`src/rtl/game_pkg.sv`:
```
// Shared game-flow types and constants, used by the game state controller
// and the health tracker.
package game_pkg;

    typedef enum logic [2:0] {
        ST_TITLE = 3'd0,
        ST_START = 3'd1,
        ST_PLAY  = 3'd2,
        ST_PAUSE = 3'd3,
        ST_OVER  = 3'd4
    } game_state_t;

    localparam logic [2:0] HEALTH_INIT = 3'd5;

endpackage

```
`src/rtl/game_state_ctrl_rise_edge.sv`:
```
// Registered rising-edge detector: one-Clk pulse, one Clk after d rises.
// RESET_VAL=1 suppresses a press from a level held high through Reset.
module rise_edge #(
    parameter logic RESET_VAL = 1'b0
) (
    input  logic Clk,
    input  logic Reset,
    input  logic d,
    output logic pulse
);

    logic d_q;

    always_ff @(posedge Clk) begin
        if (Reset) begin
            d_q   <= RESET_VAL;
            pulse <= 1'b0;
        end else begin
            d_q   <= d;
            pulse <= d & ~d_q;
        end
    end

endmodule

```
`src/rtl/game_state_ctrl.sv`:
```
// Game flow FSM (TITLE -> START -> PLAY <-> PAUSE -> OVER -> START) with
// survival-seconds counter, high score and registered health HUD.
module game_state_ctrl
    import game_pkg::*;
#(
    parameter int FRAMES_PER_SEC   = 60,
    parameter int OVER_HOLD_FRAMES = 180,
    parameter int MAX_SECONDS      = 999,
    parameter int SEC_W            = 10
) (
    input  logic             Clk,
    input  logic             Reset,
    input  logic             frame_clk,
    input  logic             start_key,
    input  logic             pause_key,
    input  logic             game_over,
    input  logic [2:0]       health_in,
    output logic [2:0]       state_out,
    output logic             play_en,
    output logic             game_reset,
    output logic [SEC_W-1:0] seconds,
    output logic [SEC_W-1:0] high_score,
    output logic [2:0]       health_hud
);

    localparam int FC_W = (FRAMES_PER_SEC > 1) ? $clog2(FRAMES_PER_SEC) : 1;
    localparam int HC_W = $clog2(OVER_HOLD_FRAMES + 1);
    localparam logic [FC_W-1:0]  FC_LAST  = FC_W'(FRAMES_PER_SEC - 1);
    localparam logic [HC_W-1:0]  HOLD_MAX = HC_W'(OVER_HOLD_FRAMES);
    localparam logic [SEC_W-1:0] SEC_MAX  = SEC_W'(MAX_SECONDS);

    logic            frame_tick;
    logic            start_press;
    logic            pause_press;
    logic [2:0]      state;
    logic [2:0]      state_nxt;
    logic [FC_W-1:0] frame_cnt;
    logic [HC_W-1:0] hold_cnt;

    rise_edge #(.RESET_VAL(1'b0)) u_frame_edge (
        .Clk(Clk), .Reset(Reset), .d(frame_clk), .pulse(frame_tick)
    );
    rise_edge #(.RESET_VAL(1'b1)) u_start_edge (
        .Clk(Clk), .Reset(Reset), .d(start_key), .pulse(start_press)
    );
    rise_edge #(.RESET_VAL(1'b1)) u_pause_edge (
        .Clk(Clk), .Reset(Reset), .d(pause_key), .pulse(pause_press)
    );

    always_ff @(posedge Clk) begin
        if (Reset) state <= ST_TITLE;
        else       state <= state_nxt;
    end

    // game_over is deliberately not looked at in START: it may be stale.
    always_comb begin
        state_nxt = ST_TITLE;
        case (state)
            ST_TITLE: state_nxt = start_press ? ST_START : ST_TITLE;
            ST_START: state_nxt = ST_PLAY;
            ST_PLAY: begin
                if (game_over)        state_nxt = ST_OVER;
                else if (pause_press) state_nxt = ST_PAUSE;
                else                  state_nxt = ST_PLAY;
            end
            ST_PAUSE: begin
                if (game_over)        state_nxt = ST_OVER;
                else if (pause_press) state_nxt = ST_PLAY;
                else                  state_nxt = ST_PAUSE;
            end
            ST_OVER: state_nxt = (hold_cnt == HOLD_MAX && start_press) ? ST_START : ST_OVER;
            default: state_nxt = ST_TITLE;
        endcase
    end

    always_ff @(posedge Clk) begin
        if (Reset) begin
            seconds    <= '0;
            high_score <= '0;
            frame_cnt  <= '0;
            hold_cnt   <= '0;
        end else begin
            case (state)
                ST_START: begin
                    seconds   <= '0;
                    frame_cnt <= '0;
                end
                ST_PLAY, ST_PAUSE: begin
                    if (game_over) begin
                        if (seconds > high_score) high_score <= seconds;
                        hold_cnt <= '0;
                    end else if (state == ST_PLAY && !pause_press && frame_tick) begin
                        if (frame_cnt == FC_LAST) begin
                            frame_cnt <= '0;
                            if (seconds != SEC_MAX) seconds <= seconds + SEC_W'(1);
                        end else begin
                            frame_cnt <= frame_cnt + FC_W'(1);
                        end
                    end
                end
                ST_OVER: begin
                    if (frame_tick && hold_cnt != HOLD_MAX) hold_cnt <= hold_cnt + HC_W'(1);
                end
                default: ;
            endcase
        end
    end

    always_ff @(posedge Clk) begin
        if (Reset) health_hud <= HEALTH_INIT;
        else       health_hud <= health_in;
    end

    assign state_out  = state;
    assign play_en    = (state == ST_PLAY);
    assign game_reset = (state == ST_START);

endmodule
```
`config.mk`:
```
export PLATFORM = sky130hd
export DESIGN_NAME = game_state_ctrl
export DESIGN_NICKNAME = d
export VERILOG_FILES = /design/src/rtl/game_pkg.sv /design/src/rtl/game_state_ctrl_rise_edge.sv /design/src/rtl/game_state_ctrl.sv
export SDC_FILE = /design/constraint.sdc
export NUM_CORES = 1
export LEC_CHECK = 0
export CAP_MARGIN = 40
export CORE_MARGIN = 10
export CORE_UTILIZATION = 40
export CTS_BUF_LIST = sky130_fd_sc_hd__clkbuf_4
export CTS_CLUSTER_DIAMETER = 30
export DETAILED_ROUTE_END_ITERATION = 7
export GPL_ROUTABILITY_DRIVEN = 0
export SYNTH_ARGS = -nofsm -noshare
export SYNTH_HDL_FRONTEND = slang
export SYNTH_SLANG_ARGS = --single-unit
export TNS_END_PERCENT = 20
```
`constraint.sdc`:
```
create_clock -name Clk -period 2.1 [get_ports Clk]
set_input_delay 0.42 -clock Clk [delete_from_list [all_inputs] [get_ports Clk]]
set_output_delay 0.42 -clock Clk [all_outputs]
set_load 0.005 [all_outputs]
```
After elaboration in Yosys (flattened, before gate mapping)

Index checks and enable logic that the tools add are counted.

Output and inout bits: 28
Flip-flop bits (word level): 46
Word-level logic and storage cells: 68
Bits of input ports: 9

Magnitude comparators: 1
Bitwise gates (word level): 6
Reduce and logical (&&, ||, !) cells: 13
Equal/unequal tests: 14
Multiplexer cells: 19
$add $sub $neg: 3

Operators with widths:

| cell                                                            | count |
|---|---|
| 10-bit 2-to-1 mux                                               | 4 |
| 10-bit case mux with 2 select lines                             | 1 |
| 6-bit 2-to-1 mux                                                | 3 |
| 8-bit 2-to-1 mux                                                | 2 |
| 8-bit case mux with 2 select lines                              | 1 |
| 3-bit case mux with 5 select lines                              | 1 |
| 2-bit != test, second input constant                            | 6 |
| 6-bit case mux with 2 select lines                              | 1 |
| 10-bit by 1-bit adder with 10-bit output, second input constant | 1 |
| 10-bit greater-than comparator                                  | 1 |
| 10-bit != test, second input constant                           | 1 |
| 3-bit 2-to-1 mux                                                | 3 |
| 3-bit AND reduction                                             | 3 |
| 8-bit by 1-bit adder with 8-bit output, second input constant   | 1 |
| 8-bit == test, second input constant                            | 1 |
| 8-bit != test, second input constant                            | 1 |
| 6-bit by 1-bit adder with 6-bit output, second input constant   | 1 |
| 3-bit by 2-bit == test with 1-bit output, second input constant | 2 |
| 6-bit == test, second input constant                            | 1 |
| 5-bit AND reduction                                             | 1 |
| 1-bit logical AND                                               | 4 |
| 2-bit nonzero test                                              | 2 |
| 1-bit AND                                                       | 3 |
| 3-bit by 1-bit == test with 1-bit output, second input constant | 1 |
| other kinds (6)                                                 | 10 |

Logic depth before layout (Yosys ltp)

Gate-level depths: netlist (run 1).

Depth in word-level cells: 6
Depth in mapped cells: 8
Depth with buffers taken out: 7

By module

From an unflattened synthesis (run 1), not the netlist that was laid out.

Cells, all modules: 264
Area, all modules: 2376.0 um2

By module, submodules not included:

| module          | instances | cells each | area each (um2) |
|---|---|---|---|
| game_state_ctrl | 1         | 252        | 2199.6 |
| rise_edge       | 3         | 4          | 58.8 |

Worst setup path after synthesis (run 1)

Ideal clock, no wire load.

Path kind: reg2reg
Start: register seconds[1]
End: register seconds[2]
Arrival time: 1.581 ns
Period minus slack after synthesis: 1.697 ns
Data required time: 1.984 ns
Path buffers: 1
Slack: 0.403 ns
Cell stages (with the launch flop): 7
Cell sequence: dfxtp_1 > ha_1 > nand2_1 > nor4_1 > o21ai_2 > buf_4 > a41o_1

Longest elaborated chain between the ends: 6
Elaborated cells on any way between the ends: 9
Classes of those cells: 1 x add/sub; 2 x eq/ne; 5 x mux; 1 x reduce/logical

RTL lines:

| element                                  | RTL line              | RTL |
|---|---|---|
| start, declared                          | game_state_ctrl.sv:21 | `output logic [SEC_W-1:0] seconds,` |
| start signal, assigned                   | game_state_ctrl.sv:95 | `if (seconds != SEC_MAX) seconds <= seconds + SEC_W'(1);` |
| 10-bit by 1-bit adder with 10-bit output | game_state_ctrl.sv:95 |  |
| 10-bit 2-to-1 mux                        | game_state_ctrl.sv:95 |  |
| 10-bit 2-to-1 mux                        | game_state_ctrl.sv:93 | `if (frame_cnt == FC_LAST) begin` |
| 10-bit 2-to-1 mux                        | game_state_ctrl.sv:92 | `end else if (state == ST_PLAY && !pause_press && frame_tick) begin` |
| 10-bit 2-to-1 mux                        | game_state_ctrl.sv:89 | `if (game_over) begin` |
| 10-bit case mux with 2 select lines      | game_state_ctrl.sv:83 | `case (state)` |

Several ways; a longest one is shown, not always the timed one. The select of a mux whose other input is x is not followed.
A chain may end at the register's enable or synchronous reset.

Worst setup path after layout (run 1)

Start: register state[2] (netlist: state_out[2])
End: output play_en

Longest elaborated chain between the ends: 1

RTL lines:

| element                                  | RTL line               | RTL |
|---|---|---|
| start, declared                          | game_state_ctrl.sv:35  | `logic [2:0] state;` |
| start signal, assigned                   | game_state_ctrl.sv:52  | `else state <= state_nxt;` |
| 3-bit by 2-bit == test with 1-bit output | game_state_ctrl.sv:115 | `assign play_en = (state == ST_PLAY);` |
| end, declared                            | game_state_ctrl.sv:19  | `output logic play_en,` |

No other way between the ends.

==> results of run 1 <==
==> final cells by class <==
type | count | share of cell area
multi-input cells | 201 | 0.457
flip-flops and latches | 46 | 0.304
repair buffers | 56 | 0.168
well taps | 75 | 0.0309
inverters | 17 | 0.0210
clock buffers | 5 | 0.0123
clock inverters | 3 | 0.00700
==> registers in the layout, indices dropped and copies added, names as in the netlist <==
signal and count:
frame_cnt 6, health_hud 3, high_score 10, hold_cnt 8, seconds 10, state_out 3
u_frame_edge.d_q 1, u_frame_edge.pulse 1, u_pause_edge.d_q 1, u_pause_edge.pulse 1, u_start_edge.d_q 1, u_start_edge.pulse 1
==> power by group through the flow <==
stage	Clock (mW)	Combinational [mW]	Sequential, mW
floorplan	0	0.0477	0.907
global placement	0	0.0899	0.908
detailed placement	0	0.0905	0.908
CTS	0.464	0.0910	0.890
global route	0.494	0.0992	0.891
finish	0.433	0.0893	0.889
==> worst register-to-register path, stage by stage (launching register included) <==
cell     delay, ns
dfxtp_1       0.40
ha_1          0.21
nand2_1       0.06
or3_1         0.37
o21ai_2       0.47
a31oi_1       0.15
a41o_1        0.21
==> through the flow <==
stage / util / hold slack (ns) / cell area [um2]
2_1_floorplan: - / 0.367 / 2410
5_1_grt: 0.517 / 0.407 / 3040
3_3_place_gp: 0.505 / 0.379 / 2970
4_1_cts: 0.515 / 0.399 / 3030
3_5_place_dp: 0.505 / 0.374 / 2970
6_report: 0.517 / 0.397 / 3040
==> per-layer routing <==
layer | share of wire | wire, um
met1 | 0.47 | 2580
met2 | 0.46 | 2510
met3 | 0.062 | 338
met4 | 0.0073 | 40
met5 | 0 | 0
==> cell usage after synthesis (2+ instances only) <==
cell	count	area, um2
dfxtp_1	46	921
nand2b_1	24	150
nand2_1	21	78.8
nor2_1	21	78.8
inv_1	17	63.8
ha_1	14	175
mux2i_1	13	130
a21oi_1	12	60.1
xnor2_1	11	96.3
nand3_1	10	50.1
nand4_1	9	56.3
clkbuf_1	6	22.5
nor2b_1	5	31.3
nor3_1	5	25.0
or2_2	5	31.3
or3_1	5	31.3
o21ai_0	4	20.0
a31o_2	3	26.3
buf_4	3	22.5
nor3b_1	3	22.5
nor4_1	3	18.8
a211oi_1	2	15.0
a21o_1	2	15.0
a31oi_1	2	12.5
nor3b_2	2	25.0
==> cell families after synthesis <==
| kind of cell | after synthesis | share of synthesized area |
|---|---|---|
| AOI/OAI and AO/OA | 41 | 0.127 |
| and+or+nand+nor | 121 | 0.276 |
| buffers and inverters | 26 | 0.0451 |
| adders and majority gates | 14 | 0.0726 |
| DFF | 46 | 0.382 |
| xor gates and xnor gates | 12 | 0.0435 |
| muxes | 13 | 0.0539 |
==> worst min-delay path by stage <==
| stage | cells past startpoint | startpoint | endpoint |
|---|---|---|---|
| after floorplan | 1 | u_frame_edge.d_q$_SDFF_PP0_ | u_frame_edge.pulse$_SDFF_PP0_ |
| after global routing | 1 | u_frame_edge.d_q$_SDFF_PP0_ | u_frame_edge.pulse$_SDFF_PP0_ |
| after detailed placement | 1 | u_frame_edge.d_q$_SDFF_PP0_ | u_frame_edge.pulse$_SDFF_PP0_ |
| after CTS | 1 | u_frame_edge.d_q$_SDFF_PP0_ | u_frame_edge.pulse$_SDFF_PP0_ |
| final | 1 | u_pause_edge.d_q$_SDFF_PP1_ | u_pause_edge.pulse$_SDFF_PP0_ |
| after global placement | 1 | u_frame_edge.d_q$_SDFF_PP0_ | u_frame_edge.pulse$_SDFF_PP0_ |
==> repair_timing <==
item	CTS	global route
resized for setup	1	3
hold endpoints to repair	0	0
setup endpoints to repair	1	9
==> out/results.env, run 1 <==
CRIT_PATH_TOP_DELAY_CELL='clkdlybuf4s50_1'
MET1_USAGE=0.142
DETAIL_ROUTE.ITER0.VIOLATIONS=133
SEQ_AREA_FRAC_SYNTH=0.382
MAXIMUM_NUMBER_OF_PINS_ON_ONE_NET_BEFORE_GLOBAL_ROUTE_REPAIR=25
DIE_W_UM=97.7
INITIAL_CORE_UTIL=0.410
P_LEAK_nW=1.10
SYN_AREA_MM2=0.00241
POWER.SEQUENTIAL.FRACTION=0.630
CRITICAL_PATH_CELL_COUNT=3
HOLDBUFCOUNTCTS=0
SEQUENTIAL_CELL_AREA_UM2=925
TIMING.FINAL.CRIT_SHARE=0.936
GRT_ANTENNA_BEFORE_REPAIR=0
GRT.TOTAL_USAGE=0.112
POWER_mW=1.41
IO_PINS=37
POST-DP-HPWL_UM=4140
CTS_HTREE_LEVELS=2
CRITICAL_PATH.MAX_STAGE_DELAY_NS=0.51
CP_CELL_SEQUENCE='nand2b_1 > nor2_1 > clkdlybuf4s50_1'
CLOCK-ROOT-BUFFER='clkbuf_4'
CRITPATHREQUIREDTIME_NS=1.68
END_KIND='output pin'
WL_UM=5460
TIMING.HOLD.WORST.CLASS='register to register'
FIN_SKEW_NS=0.00565
SYNTH_AREA_PER_CELL_UM2=8.84
FILLERS=589
ANT_NETS=0
GRT-BUSIEST-LAYER='met2'
FIRST_GLOBAL_VIAS=1926
CELL_FAMILY_CONTRIBUTING_THE_MOST_DELAY_ON_THE_CRITICAL_PATH='buffers and inverters'
MOST-COMMON-LAYOUT-CELLS='dfxtp_1, clkdlybuf4s50_1, nand2b_1, nor2_1, nand2_1'
ENDPOINT_OF_THE_MOST_CRITICAL_SETUP_PATH='play_en'
GLOBAL_ROUTE.OVERFLOW_TOTAL=0
MIN_PERIOD_NS=1.96
WORST-R2R-CELL-COUNT=6
TIMING.FMAX_GHz=0.509
CRITICAL_PATH.MAX_FANOUT=11
DRV.MAX_CAP_VIOLATION_COUNT=0
CTS.CLK_SLEW.WORST_PATHS_NS=0.14
CTS.PATH.MAX_BUFFERS=2
CTS_BUFFERS=5
TIMING.REG2REG.SETUP_SLACK_NS=0.16
INTERNAL-POWER_mW=1.06
SLEW_VIOL_FINAL=0
TIMING.CRITICAL_PATH.ARRIVAL_NS=1.54
POWER_DENSITY_mW_PER_MM2=464
FIN_NETS=350
FIN_WS_NS=0.135
SYNTHDISTINCTLIBCELLS=50
PATH_BUF_INV=1
STD_CELL_ROWS=28
CTS_TREE='built'
ANTENNADIODECOUNT=0
SYNTH-EDFF-COUNT=0
POST_DRT_VIA_CELL_RATIO=5.16
SWSHARE=0.247
TIMING.FINAL.SETUP_VIOLATIONS=0
STARTPOINT='state_out[2]$_SDFF_PP0_'
MAX_SLEW_MARGIN=0.657
YOSYS_WARNINGS=0
WL_PER_CELL_UM=13.6
SETUP.WORST_PATH.CLASS='register to output pin'
LAYOUT.CELLS.NON_FILLER=403
HOLD_VIOL=0
DRIVE_GT1_FRAC=0.162
AREA_GROWTH_SYN_TO_LAYOUT_PCT=26.0
POSTSYNTH.ASYNCRESETSHARE=0
FIN_TNS_SETUP_NS=0
CLOCK_SINK_COUNT=46
TIMING.RR.END='seconds[2]$_SDFFE_PP0P_'
GRT_PASS1_WL_UM=9230
MAX_SLEW.WORST_PIN.SLEW_NS=0.514
NUMBER_OF_DRC_VIOLATIONS_AFTER_DETAILED_ROUTING=0
OUTCOME='finished, final reports clean'
MULTI_INPUT_COMB_AREA_MM2=0.00139
POSTCTSSETUPREPAIRBUFS=0
START_KIND='register'
VIA_COUNT=2079
WORST_SETUP_SLACK_BEFORE_CLOCK_TREE_SYNTHESIS_NS=0.0516
SYNTHESIS.INSTANCES=273
DOMINANTREGCELLSYNTH='dfxtp_1'
NET-SWITCHING-POWER_mW=0.349
DP.CELLS=395
PLACEMENT.IO_BUFFERS=36
FINAL_COMMON_CELL='dfxtp_1'
REGTOREGSTARTPOINT='frame_cnt[0]$_SDFFE_PP0P_'
YS_SEQ_ELEMENTS=46
PLACEABLECOREAREA_MM2=0.00589
P_CLK_FRAC=0.307
MET2_USAGE=0.174
SYNTH.NET_COUNT=296
P_COMB_FRAC=0.063
GRT_SETUP_UNREPAIRED='false'
DRTPASS1ITERATIONS=4
CLOCK_LATENCY_REPORTED_FOR_THE_LATE_SIDE_OF_THE_WORST_SKEW_PAIR_NS=0.36
DIE_HEIGHT_UM=97.7
FLOORPLAN.DIE_AREA_MM2=0.00954
POWER.IR.VDD_WORST_uV=353
GROUTE.LAYER.MET3.USAGE=0.0434
Power figures use the tool's default switching activity.
==> run 2: changes to the inputs <==
- CORE_UTILIZATION: 40 -> 30
==> run 2 against run 1 <==
Net effect:
- final area grew 1.0%
- largest power group unchanged
- sequential cell count is the same
- worst setup slack lost 0.019 ns
- count of clock-buffer cells in the layout grew 1
- worst hold slack gained 0.0019 ns
- largest cell class unchanged
- die area grew 26%
- highest routed layer unchanged
- sequential power is essentially flat
- via count grew 0.43%
- utilization shrank 12 points
- sequential share of layout area shrank 0.31 points
- non-clock buffer count shrank 1
- combinational power grew 2%
==> out/results.env, run 2 (synthesis gave the netlist of run 1 again) <==
FLOORPLAN.DIE_AREA_MM2=0.0120
GRT_PASS1_WL_UM=9490
FIRST_GLOBAL_VIAS=2002
TIMING.FINAL.SETUP_VIOLATIONS=0
P_CLK_FRAC=0.301
FIN_TNS_SETUP_NS=0
CRITPATHREQUIREDTIME_NS=1.68
START_KIND='register'
FIN_WS_NS=0.116
DRV.MAX_CAP_VIOLATION_COUNT=0
HOLDBUFCOUNTCTS=0
INTERNAL-POWER_mW=1.07
WORST-R2R-CELL-COUNT=6
CRITICAL_PATH.MAX_FANOUT=8
NUMBER_OF_DRC_VIOLATIONS_AFTER_DETAILED_ROUTING=0
CTS_HTREE_LEVELS=2
CTS.CLK_SLEW.WORST_PATHS_NS=0.14
MAX_SLEW_MARGIN=0.639
OUTCOME='finished, final reports clean'
SETUP.WORST_PATH.CLASS='register to output pin'
LARGEST_REGISTERS_IN_THE_FINAL_LAYOUT='high_score: 10 flops, seconds: 10 flops, hold_cnt: 8 flops'
FINAL_COMMON_CELL='dfxtp_1'
VIA_COUNT=2088
GRT_SETUP_UNREPAIRED='false'
MIN_PATH_CELLS=1
MOST-COMMON-LAYOUT-CELLS='dfxtp_1, clkdlybuf4s50_1, nand2b_1, nor2_1, nand2_1'
ANTENNADIODECOUNT=0
MIN_PERIOD_NS=1.98
POWER_DENSITY_mW_PER_MM2=457
POSTCTSSETUPREPAIRBUFS=0
FIN_NETS=349
SLEW_VIOL_FINAL=0
CLOCK-ROOT-BUFFER='clkbuf_4'
CTS_TREE='built'
P_LEAK_nW=1.09
POST-DP-HPWL_UM=4460
DRTPASS1ITERATIONS=4
PLACEABLECOREAREA_MM2=0.00777
GRT.TOTAL_USAGE=0.0981
HOLD_VIOL=0
DETAIL_ROUTE.ITER0.VIOLATIONS=115
POWER.SEQUENTIAL.FRACTION=0.634
AREA_GROWTH_SYN_TO_LAYOUT_PCT=27.3
WORST_SETUP_SLACK_BEFORE_CLOCK_TREE_SYNTHESIS_NS=0.0162
STD_CELL_ROWS=32
DRIVE_GT1_FRAC=0.156
TIMING.FMAX_GHz=0.504
GRT_ANTENNA_BEFORE_REPAIR=0
P_COMB_FRAC=0.065
FIN_SKEW_NS=0.0112
ANT_NETS=0
END_KIND='output pin'
SWSHARE=0.236
SEQUENTIAL_CELL_AREA_UM2=925
NET-SWITCHING-POWER_mW=0.332
DIE_HEIGHT_UM=110
TIMING.FINAL.CRIT_SHARE=0.945
CTS.PATH.MAX_BUFFERS=2
INITIAL_CORE_UTIL=0.311
PLACEMENT.IO_BUFFERS=36
GLOBAL_ROUTE.OVERFLOW_TOTAL=0
WL_PER_CELL_UM=13.7
TIMING.CRITICAL_PATH.ARRIVAL_NS=1.56
MAXIMUM_NUMBER_OF_PINS_ON_ONE_NET_BEFORE_GLOBAL_ROUTE_REPAIR=25
POST_DRT_VIA_CELL_RATIO=4.87
MULTI_INPUT_COMB_AREA_MM2=0.00140
DIE_W_UM=110
FILLERS=826
CLOCK_SINK_COUNT=46
WL_UM=5880
MAX_SLEW.WORST_PIN.SLEW_NS=0.542
CTS_BUFFERS=5
TIMING.REG2REG.SETUP_SLACK_NS=0.12
TIMING.HOLD.WORST.CLASS='register to register'
CLOCK_LATENCY_REPORTED_FOR_THE_LATE_SIDE_OF_THE_WORST_SKEW_PAIR_NS=0.35
POWER.IR.VDD_WORST_uV=255
IO_PINS=37
run 2: what timing repair did:
item | in CTS | in global routing
endpoints found under the setup margin | 1 | 12
hold endpoints to repair | 0 | 0
resized for setup | 2 | 4
pin swaps | 1 | 1
run 2: cell type report:
type / count / area share
Tap cell: 102 / 0.0415
Inverter: 17 / 0.0208
Clock inverter: 2 / 0.00285
Clock buffer: 6 / 0.0147
Multi-Input combinational cell: 201 / 0.454
Timing Repair Buffer: 55 / 0.165
Sequential cell: 46 / 0.301
run 2: final timing paths:
check,from,to
worst max-delay path,state_out[0]$_SDFF_PP0_,game_reset
worst min-delay path,u_pause_edge.d_q$_SDFF_PP1_,u_pause_edge.pulse$_SDFF_PP0_
worst max register to register,frame_cnt[0]$_SDFFE_PP0P_,seconds[2]$_SDFFE_PP0P_
worst min register to register,u_pause_edge.d_q$_SDFF_PP1_,u_pause_edge.pulse$_SDFF_PP0_
run 2: critical path: stages, from the launching register on:
cell and delay, ns:
dfxtp_2 0.44, nor3b_4 0.24, clkdlybuf4s50_1 0.54
run 2: power groups by stage:
stage | registers (mW) | logic, mW | clock network [mW]
after floorplan | 0.907 | 0.0477 | 0
after global placement | 0.908 | 0.0899 | 0
after detailed placement | 0.908 | 0.0909 | 0
after CTS | 0.889 | 0.0915 | 0.450
after global routing | 0.892 | 0.0994 | 0.485
final | 0.889 | 0.0910 | 0.423
run 2: per-layer routing:
metal / track usage / up-vias / routed length [um]
met4: 0.0232 / 0 / 29
met2: 0.156 / 51 / 2570
li1: - / 1056 / -
met5: 0 / - / 0
met1: 0.125 / 979 / 2880
met3: 0.0328 / 2 / 403
run 2: metrics by stage:
| stage | hold WS, ns | util | power [mW] | instance area (um2) | cells |
|---|---|---|---|---|---|
| floorplan | 0.367 | - | 0.954 | 2410 | 273 |
| global placement | 0.379 | 0.386 | 0.998 | 3000 | 421 |
| finish | 0.398 | 0.395 | 1.40 | 3070 | 429 |
| CTS | 0.403 | 0.393 | 1.43 | 3060 | 429 |
| detailed placement | 0.385 | 0.386 | 0.999 | 3000 | 421 |
| global route | 0.417 | 0.395 | 1.48 | 3070 | 429 |
==> run 3: changes to the inputs <==
- CORE_ASPECT_RATIO: not set -> 1.2
==> run 3 against run 2 <==
Net effect:
- register-to-register slack gained 0.08 ns
- global-route usage shrank 0.52 points
- largest power group unchanged
- sequential share of layout area shrank 0.20 points
- sequential cell count is the same
- first-iteration DRC count shrank 55%
==> out/results.env, run 3 (synthesis gave the netlist of run 1 again) <==
SLEW_VIOL_FINAL=0
TIMING.FINAL.CRIT_SHARE=0.973
ANT_NETS=0
WORST-R2R-CELL-COUNT=6
CRITICAL_PATH.MAX_STAGE_DELAY_NS=0.51
MAXIMUM_NUMBER_OF_PINS_ON_ONE_NET_BEFORE_GLOBAL_ROUTE_REPAIR=27
MIN_PATH_CELLS=1
HOLDBUFCOUNTCTS=0
PLACEABLECOREAREA_MM2=0.00775
NUMBER_OF_DRC_VIOLATIONS_AFTER_DETAILED_ROUTING=0
WL_PER_CELL_UM=13.2
DRIVE_GT1_FRAC=0.158
START_KIND='register'
POST_DRT_VIA_CELL_RATIO=4.96
CELL_FAMILY_CONTRIBUTING_THE_MOST_DELAY_ON_THE_CRITICAL_PATH='buffers and inverters'
DETAIL_ROUTE.ITER0.VIOLATIONS=52
DIE_W_UM=102
STD_CELL_ROWS=35
FIN_NETS=351
CRITICAL_PATH_CELL_COUNT=4
FIRST_GLOBAL_VIAS=2055
MAX_SLEW.WORST_PIN.SLEW_NS=0.427
TIMING.FINAL.SETUP_VIOLATIONS=0
GRT_SETUP_UNREPAIRED='true'
CTS.PATH.MAX_BUFFERS=2
CTS_HTREE_LEVELS=2
HOLD_VIOL=0
CRITPATHREQUIREDTIME_NS=1.68
MOST-COMMON-LAYOUT-CELLS='dfxtp_1, clkdlybuf4s50_1, nand2b_1, nor2_1, nand2_1'
PATH_BUF_INV=2
PLACEMENT.IO_BUFFERS=36
GLOBAL_ROUTE.OVERFLOW_TOTAL=0
TIMING.CRITICAL_PATH.ARRIVAL_NS=1.62
VIA_COUNT=2088
GRT_ANTENNA_BEFORE_REPAIR=0
LARGEST_REGISTERS_IN_THE_FINAL_LAYOUT='high_score: 10 flops, seconds: 10 flops, hold_cnt: 8 flops'
GRT.TOTAL_USAGE=0.0929
DIE_HEIGHT_UM=118
LAYOUT.CELLS.NON_FILLER=421
FIN_AREA_MM2=0.00308
FIN_SKEW_NS=0.0134
FINAL_COMMON_CELL='dfxtp_1'
CRIT_PATH_TOP_DELAY_CELL='clkdlybuf4s50_1'
DP.CELLS=412
INITIAL_CORE_UTIL=0.311
POST-DP-HPWL_UM=4230
TIMING.FMAX_GHz=0.490
CLOCK_LATENCY_REPORTED_FOR_THE_LATE_SIDE_OF_THE_WORST_SKEW_PAIR_NS=0.35
WL_UM=5570
SETUP.WORST_PATH.CLASS='register to output pin'
DRV.MAX_CAP_VIOLATION_COUNT=0
FINISH.UTILIZATION=0.398
FLOORPLAN.DIE_AREA_MM2=0.0120
CRITICAL_PATH.MAX_FANOUT=17
POWER_DENSITY_mW_PER_MM2=460
TIMING.HOLD.WORST.CLASS='register to register'
DPL_CELL_AREA_MM2=0.00299
CTS_TREE='built'
CLOCK_SINK_COUNT=46
POWER.IR.VDD_WORST_uV=185
WORST_SETUP_SLACK_BEFORE_CLOCK_TREE_SYNTHESIS_NS=0.0584
CLOCK-ROOT-BUFFER='clkbuf_4'
MIN_PERIOD_NS=2.04
P_LEAK_nW=1.11
DRTPASS1ITERATIONS=4
END_KIND='output pin'
ANTENNADIODECOUNT=0
IO_PINS=37
AREA_GROWTH_SYN_TO_LAYOUT_PCT=27.8
FIN_WS_NS=0.0571
GRT_PASS1_WL_UM=9500
OUTCOME='finished, final reports clean'
CTS.CLK_SLEW.WORST_PATHS_NS=0.14
MAX_SLEW_MARGIN=0.715
CP_CELL_SEQUENCE='buf_6 > nand2b_1 > nor2_1 > clkdlybuf4s50_1'
CTS_BUFFERS=5
run 3: cell types whose count changed in the layout (fill, tap and decap cells not counted):
cell | previous run | this run
clkinv_1 | 1 | 0
clkinv_4 | 0 | 1
o21ai_2 | 1 | 0
buf_4 | 18 | 20
dfxtp_2 | 3 | 1
dfxtp_1 | 43 | 45
o21ai_4 | 1 | 2
run 3: path summary, 6_finish.rpt:
check | start | endpoint | slack, ns
setup reg to reg | frame_cnt[0]$_SDFFE_PP0P_ | seconds[4]$_SDFFE_PP0P_ | 0.20
hold / removal | u_start_edge.d_q$_SDFF_PP1_ | u_start_edge.pulse$_SDFF_PP0_ | 0.40
hold reg to reg | u_start_edge.d_q$_SDFF_PP1_ | u_start_edge.pulse$_SDFF_PP0_ | 0.40
setup / recovery | state_out[2]$_SDFF_PP0_ | play_en | 0.06
run 3: final cells by class:
cell class / count / area [um2]
clock buffer: 6 / 45.0
clock inverter: 2 / 13.8
fill: 767 / 4670
inverter: 17 / 63.8
multi-input combinational: 201 / 1400
sequential: 46 / 922
tap: 92 / 115
timing repair buffer: 57 / 522
run 3: layer usage:
| layer | wire length, um | vias up | global-route usage |
|---|---|---|---|
| li1 | - | 1063 | - |
| met1 | 2440 | 977 | 0.108 |
| met2 | 2690 | 37 | 0.155 |
| met3 | 301 | 11 | 0.0251 |
| met4 | 131 | 0 | 0.0398 |
| met5 | 0 | - | 0 |
run 3: where the power goes:
group	switching, mW	internal [mW]
Clock	0.292	0.145
Combinational	0.0431	0.0518
Sequential	0.00438	0.883
run 3: repair_timing:
| action | 4_1_cts | 5_1_grt |
|---|---|---|
| gates resized for setup | 2 | 3 |
| gates cloned | 0 | 0 |
| setup buffers | 1 | 0 |
| endpoints found under the setup margin | 1 | 16 |
| pin swaps | 1 | 0 |
run 3: per-stage QoR:
step	hold WS, ns	setup TNS [ns]	power [mW]
2_1_floorplan	0.367	0	0.954
3_3_place_gp	0.376	0	0.999
6_report	0.400	0	1.42
4_1_cts	0.404	0	1.44
5_1_grt	0.426	-0.0443	1.48
3_5_place_dp	0.378	0	1.00
==> edit 1, RTL diff (settings of run 1) <==
The output `health_hud` loses its register stage (`health_hud` becomes a continuous assignment).
--- a/src/rtl/game_state_ctrl.sv
+++ b/src/rtl/game_state_ctrl.sv
@@ -106,10 +106,7 @@
         end
     end
 
-    always_ff @(posedge Clk) begin
-        if (Reset) health_hud <= HEALTH_INIT;
-        else       health_hud <= health_in;
-    end
+    assign health_hud = health_in;
 
     assign state_out  = state;
     assign play_en    = (state == ST_PLAY);
Formal check against the unedited RTL: not equivalent (Yosys sat finds a counterexample within 4 cycles, from zero or initial values and one cycle with Reset high).
==> edit 1 against run 1 <==
  * Fmax shrank 2.0%
  * Wire length shrank 0.53%
  * Area after synthesis shrank 2.9%
  * Sequential power shrank 7.1%
  * Worst setup slack lost 41 ps
  * Die area shrank 2.3%
  * Power shrank 7.4%
  * Clock power shrank 5.5%
  * Sequential share of layout area shrank 1.2 points
  * Design area shrank 2.2%
  * Utilization grew 1.4 points
  * Sequential cell count shrank 3
  * Global-route usage grew 0.95 points
==> edit 1: results (changes against run 1) <==
<table>
<tr><th>Metric</th><th>Value</th></tr>
<tr><th colspan="2">Final layout</th></tr>
<tr><td>Share of final-layout standard cells stronger than drive strength 1</td><td>16.98% (+0.82 points)</td></tr>
<tr><td>Finished Layout Cells</td><td>396 (-1.7%)</td></tr>
<tr><th colspan="2">Hold path</th></tr>
<tr><td>Sink of the worst hold path</td><td>u_frame_edge.pulse$_SDFF_PP0_</td></tr>
<tr><td>Startpoint of the tightest hold check path</td><td>u_frame_edge.d_q$_SDFF_PP0_</td></tr>
<tr><th colspan="2">Synth</th></tr>
<tr><td>Register area share after synthesis</td><td>36.73% (-1.4 points)</td></tr>
<tr><td>Post-synth cell types</td><td>46 (-8.0%)</td></tr>
<tr><td>Number of nets in the synthesized netlist</td><td>292 (-1.4%)</td></tr>
<tr><td>Number of cells produced by synthesis</td><td>269 (-1.5%)</td></tr>
<tr><td>Post-synthesis mux area share</td><td>4.698% (-0.69 points)</td></tr>
<tr><td>Synth Area in Adders</td><td>7.475% (+0.22 points)</td></tr>
<tr><th colspan="2">Pwr</th></tr>
<tr><td>Leakage</td><td>0.001040 uW (-5.2%)</td></tr>
<tr><td>Net switching share of the total power</td><td>23.77% (-0.98 points)</td></tr>
<tr><td>Peak ir drop on the vdd network</td><td>339.4 uV (-4.0%)</td></tr>
<tr><td>Fraction of power consumed by sequential logic</td><td>63.1% (about the same)</td></tr>
<tr><td>Proportion of power drawn by the clock network</td><td>31.2% (+0.5 points)</td></tr>
<tr><td>Pwr Density</td><td>439.6 nW/um2 (-5.3%)</td></tr>
<tr><th colspan="2">Setup path</th></tr>
<tr><td>Worst Reg-to-Reg Cells</td><td>8 (+2)</td></tr>
<tr><td>Worst r2r dst</td><td>high_score[2]$_SDFFE_PP0P_</td></tr>
<tr><td>Data arrival at the endpoint of the critical path</td><td>1590 ps (+50 ps)</td></tr>
<tr><th colspan="2">Drt</th></tr>
<tr><td>Via count</td><td>2,036 (-2.1%)</td></tr>
<tr><td>Met2 wire len</td><td>2.574 mm (+2.8%)</td></tr>
<tr><td>Average wire per cell in the routed design</td><td>13.72 um (+1.2%)</td></tr>
<tr><td>Routed metal-1 wirelength</td><td>2.448 mm (-5.0%)</td></tr>
<tr><th colspan="2">Place</th></tr>
<tr><td>Placed wire-length estimate after detailed placement</td><td>4.137 mm (-0.14%)</td></tr>
<tr><td>Placed Instances</td><td>388 (-1.8%)</td></tr>
<tr><th colspan="2">Run status</th></tr>
<tr><td>Outcome</td><td>finished, final reports clean</td></tr>
<tr><th colspan="2">Global routing</th></tr>
<tr><td>Met2 GRT Util</td><td>20.10% (+2.7 points)</td></tr>
<tr><td>GR Layer Usage met3</td><td>3.392% (-0.95 points)</td></tr>
<tr><td>Wire length of the first global-routing pass</td><td>9.197 mm (-0.30%)</td></tr>
</table>
## edit 1: cell count changes in the layout (fill, tap and decap cells not counted), moves of 3 or more
cell,before,now
a211oi_1,2,5
a21oi_1,12,16
buf_4,20,29
clkdlybuf4s50_1,36,29
dfxtp_1,43,40
inv_1,17,23
nand2_1,21,16
nand3_1,10,6
nand4_1,9,6
nor2_1,21,11
nor3_1,4,10
## edit 1: area by class of cell
cell class | count | share of cell area (%)
multi-input combinational | 191 | 45.56
sequential | 43 | 29.24
timing repair buffer | 59 | 17.50
tap | 72 | 3.029
inverter | 23 | 2.903
clock buffer | 6 | 1.515
clock inverter | 2 | 0.2524
## edit 1: timing repair
action                                  in CTS  in global routing
resized for setup                            5                  6
pin swaps                                    0                  2
endpoints found under the setup margin       2                 12
## edit 1: cell families after synthesis
group,count (synthesis)
compound gates,46
xor+xnor,13
fa+ha+maj,14
buf+inv,35
flops,43
mux,11
simple gates,107
## edit 1: worst max-delay path: stages, from the launching register on
cell and delay, ps:
dfxtp_4 380, nor2b_2 180, nor2b_4 170, clkdlybuf4s50_1 510
## edit 1: per-stage QoR
step                      worst slack (ps)  instance area (um2)
after CTS                            10.39                 2954
final                                94.53                 2974
after detailed placement            -65.39                 2893
after floorplan                      304.0                 2344
after global placement              -18.92                 2893
after global routing                -17.29                 2974
## edit 1: how the worst max path moves through the flow
stage	startpoint	to	slack (ps)	depth (start not counted)
finish	state_out[0]$_SDFF_PP0_	game_reset	90	3
global route	state_out[0]$_SDFF_PP0_	game_reset	-20	3
CTS	state_out[2]$_SDFF_PP0_	play_en	10	3
detailed placement	game_over	seconds[4]$_SDFFE_PP0P_	-70	6
global placement	game_over	seconds[4]$_SDFFE_PP0P_	-20	6
floorplan	seconds[0]$_SDFFE_PP0P_	seconds[4]$_SDFFE_PP0P_	300	6
==> edit 2, RTL diff (config.mk and constraints of run 1) <==
Without the edit above. Change the parameter `SEC_W` from 10 to 8.
--- a/src/rtl/game_state_ctrl.sv
+++ b/src/rtl/game_state_ctrl.sv
@@ -6,7 +6,7 @@
     parameter int FRAMES_PER_SEC   = 60,
     parameter int OVER_HOLD_FRAMES = 180,
     parameter int MAX_SECONDS      = 999,
-    parameter int SEC_W            = 10
+    parameter int SEC_W            = 8
 ) (
     input  logic             Clk,
     input  logic             Reset,
Ports: changed (resized high_score and seconds); port bits go from 37 to 33. The function was not compared with the original's and may differ.
==> edit 2 against run 1 <==
  * Utilization fell by 0.50 points
  * Sequential share of layout area is 2.1 points higher
  * Design area shrank 15%
  * Via count is 17% lower
  * Sequential cell count down 4
  * Wire length shrank 20%
  * Combinational power decreased by 12%
  * Non-clock buffer count shrank 13
  * Power fell by 11%
  * Area after synthesis is 14% lower
  * Worst setup slack worse by 28 ps
==> edit 2: results (changes against run 1) <==
<table>
<tr><th>Metric</th><th>Value</th></tr>
<tr><th colspan="2">Global routing</th></tr>
<tr><td>Largest net degree at the start of global routing</td><td>17 (-32%)</td></tr>
<tr><td>Wire length of the first global-routing pass</td><td>7.507 mm (-19%)</td></tr>
<tr><th colspan="2">Drt</th></tr>
<tr><td>Number of DRC markers after the initial detailed-route iteration</td><td>69 (-48%)</td></tr>
<tr><td>Via density per instance</td><td>5.038 (-2.3%)</td></tr>
<tr><th colspan="2">Pwr</th></tr>
<tr><td>Power in combinational cells</td><td>78.2 uW (-12%)</td></tr>
<tr><td>Power of the clock network</td><td>371 uW (-14%)</td></tr>
<tr><th colspan="2">Place</th></tr>
<tr><td>Placed Instances</td><td>332 (-16%)</td></tr>
<tr><td>Total of buffers placed on input and output ports</td><td>32 (-11%)</td></tr>
<tr><td>Pre-CTS setup slack</td><td>54.24 ps (+2.611 ps)</td></tr>
<tr><td>Instance area at placement</td><td>2536 um2 (-15%)</td></tr>
<tr><th colspan="2">Run status</th></tr>
<tr><td>Outcome</td><td>finished, final reports clean</td></tr>
<tr><th colspan="2">Timing</th></tr>
<tr><td>Highest clock rate</td><td>501.8 MHz (-1.4%)</td></tr>
<tr><td>Hold slack</td><td>394.5 ps (-2.025 ps)</td></tr>
<tr><td>Setup skew after layout</td><td>7.175 ps (+1.530 ps)</td></tr>
<tr><th colspan="2">Final layout</th></tr>
<tr><td>Total Nets Final</td><td>291 (-17%)</td></tr>
<tr><td>Share of final-layout standard cells stronger than drive strength 1</td><td>11.81% (-4.4 points)</td></tr>
<tr><th colspan="2">Hold path</th></tr>
<tr><td>Sink of the worst hold path</td><td>u_frame_edge.pulse$_SDFF_PP0_</td></tr>
<tr><td>Startpoint of the tightest hold check path</td><td>u_frame_edge.d_q$_SDFF_PP0_</td></tr>
<tr><th colspan="2">Synth</th></tr>
<tr><td>Post-synth cell types</td><td>46 (-8.0%)</td></tr>
<tr><td>Number of cells produced by synthesis</td><td>229 (-16%)</td></tr>
<tr><td>Leading cell types by count after synthesis</td><td>dfxtp_1 (42), nand2b_1 (16), nor2_1 (15)</td></tr>
<tr><td>Leading cell types by total area after synthesis</td><td>dfxtp_1 (40%), ha_1 (7.2%), nand2b_1 (4.8%), mux2i_1 (4.3%), xnor2_1 (3.4%)</td></tr>
<tr><th colspan="2">Setup path</th></tr>
<tr><td>Slowest cell delay on critical path</td><td>570 ps (+60 ps)</td></tr>
<tr><td>Worst r2r dst</td><td>seconds[3]$_SDFFE_PP0P_</td></tr>
<tr><th colspan="2">Clock tree</th></tr>
<tr><td>Clk slew on worst S/H paths</td><td>120 ps (-20 ps)</td></tr>
<tr><td>Setup fix buffers added after clock tree synthesis</td><td>1 (+1)</td></tr>
</table>
==> edit 2: cell types whose count changed after synthesis, moves of 3 or more <==
cell	delta
nor3_1	+4
o211ai_1	+3
nand2b_1	-8
buf_4	-3
mux2i_1	-4
xor2_1	+6
inv_1	-4
dfxtp_1	-4
xnor2_1	-3
nand2_1	-8
nor2_1	-6
nand3_1	-4
==> edit 2: cell type report <==
class | instances | area [um2]
Fill cell | 498 | 2479
Multi-Input combinational cell | 165 | 1151
Sequential cell | 42 | 844.6
Timing Repair Buffer | 43 | 415.4
Tap cell | 70 | 87.58
Inverter | 13 | 48.80
Clock buffer | 5 | 37.54
Clock inverter | 3 | 11.26
==> edit 2: worst max path at each step <==
stage	from	to	depth (start not counted)
2_1_floorplan	frame_cnt[0]$_SDFFE_PP0P_	seconds[3]$_SDFFE_PP0P_	6
3_3_place_gp	game_over	seconds[3]$_SDFFE_PP0P_	6
3_5_place_dp	game_over	high_score[6]$_SDFFE_PP0P_	7
4_1_cts	state_out[2]$_SDFF_PP0_	play_en	2
5_1_grt	state_out[1]$_SDFF_PP0_	play_en	2
6_report	state_out[1]$_SDFF_PP0_	play_en	2
==> edit 2: logic make-up (layout without fill, tap and decap cells) <==
| logic type | after synthesis | in the layout | share of synthesized area (%) |
|---|---|---|---|
| buf+inv | 22 | 64 | 4.442 |
| fa+ha+maj | 12 | 12 | 7.203 |
| compound gates | 35 | 35 | 11.34 |
| xor+xnor | 15 | 15 | 6.303 |
| simple gates | 94 | 94 | 26.05 |
| flops | 42 | 42 | 40.34 |
| mux | 9 | 9 | 4.322 |
==> edit 2: layer usage <==
metal / vias to the layer above / track usage [%] / wire (um)
met2: 39 / 16.71 / 1994
met1: 793 / 12.18 / 1920
li1: 881 / - / -
met5: - / 0 / 0
met3: 5 / 5.134 / 381
met4: 0 / 3.085 / 52
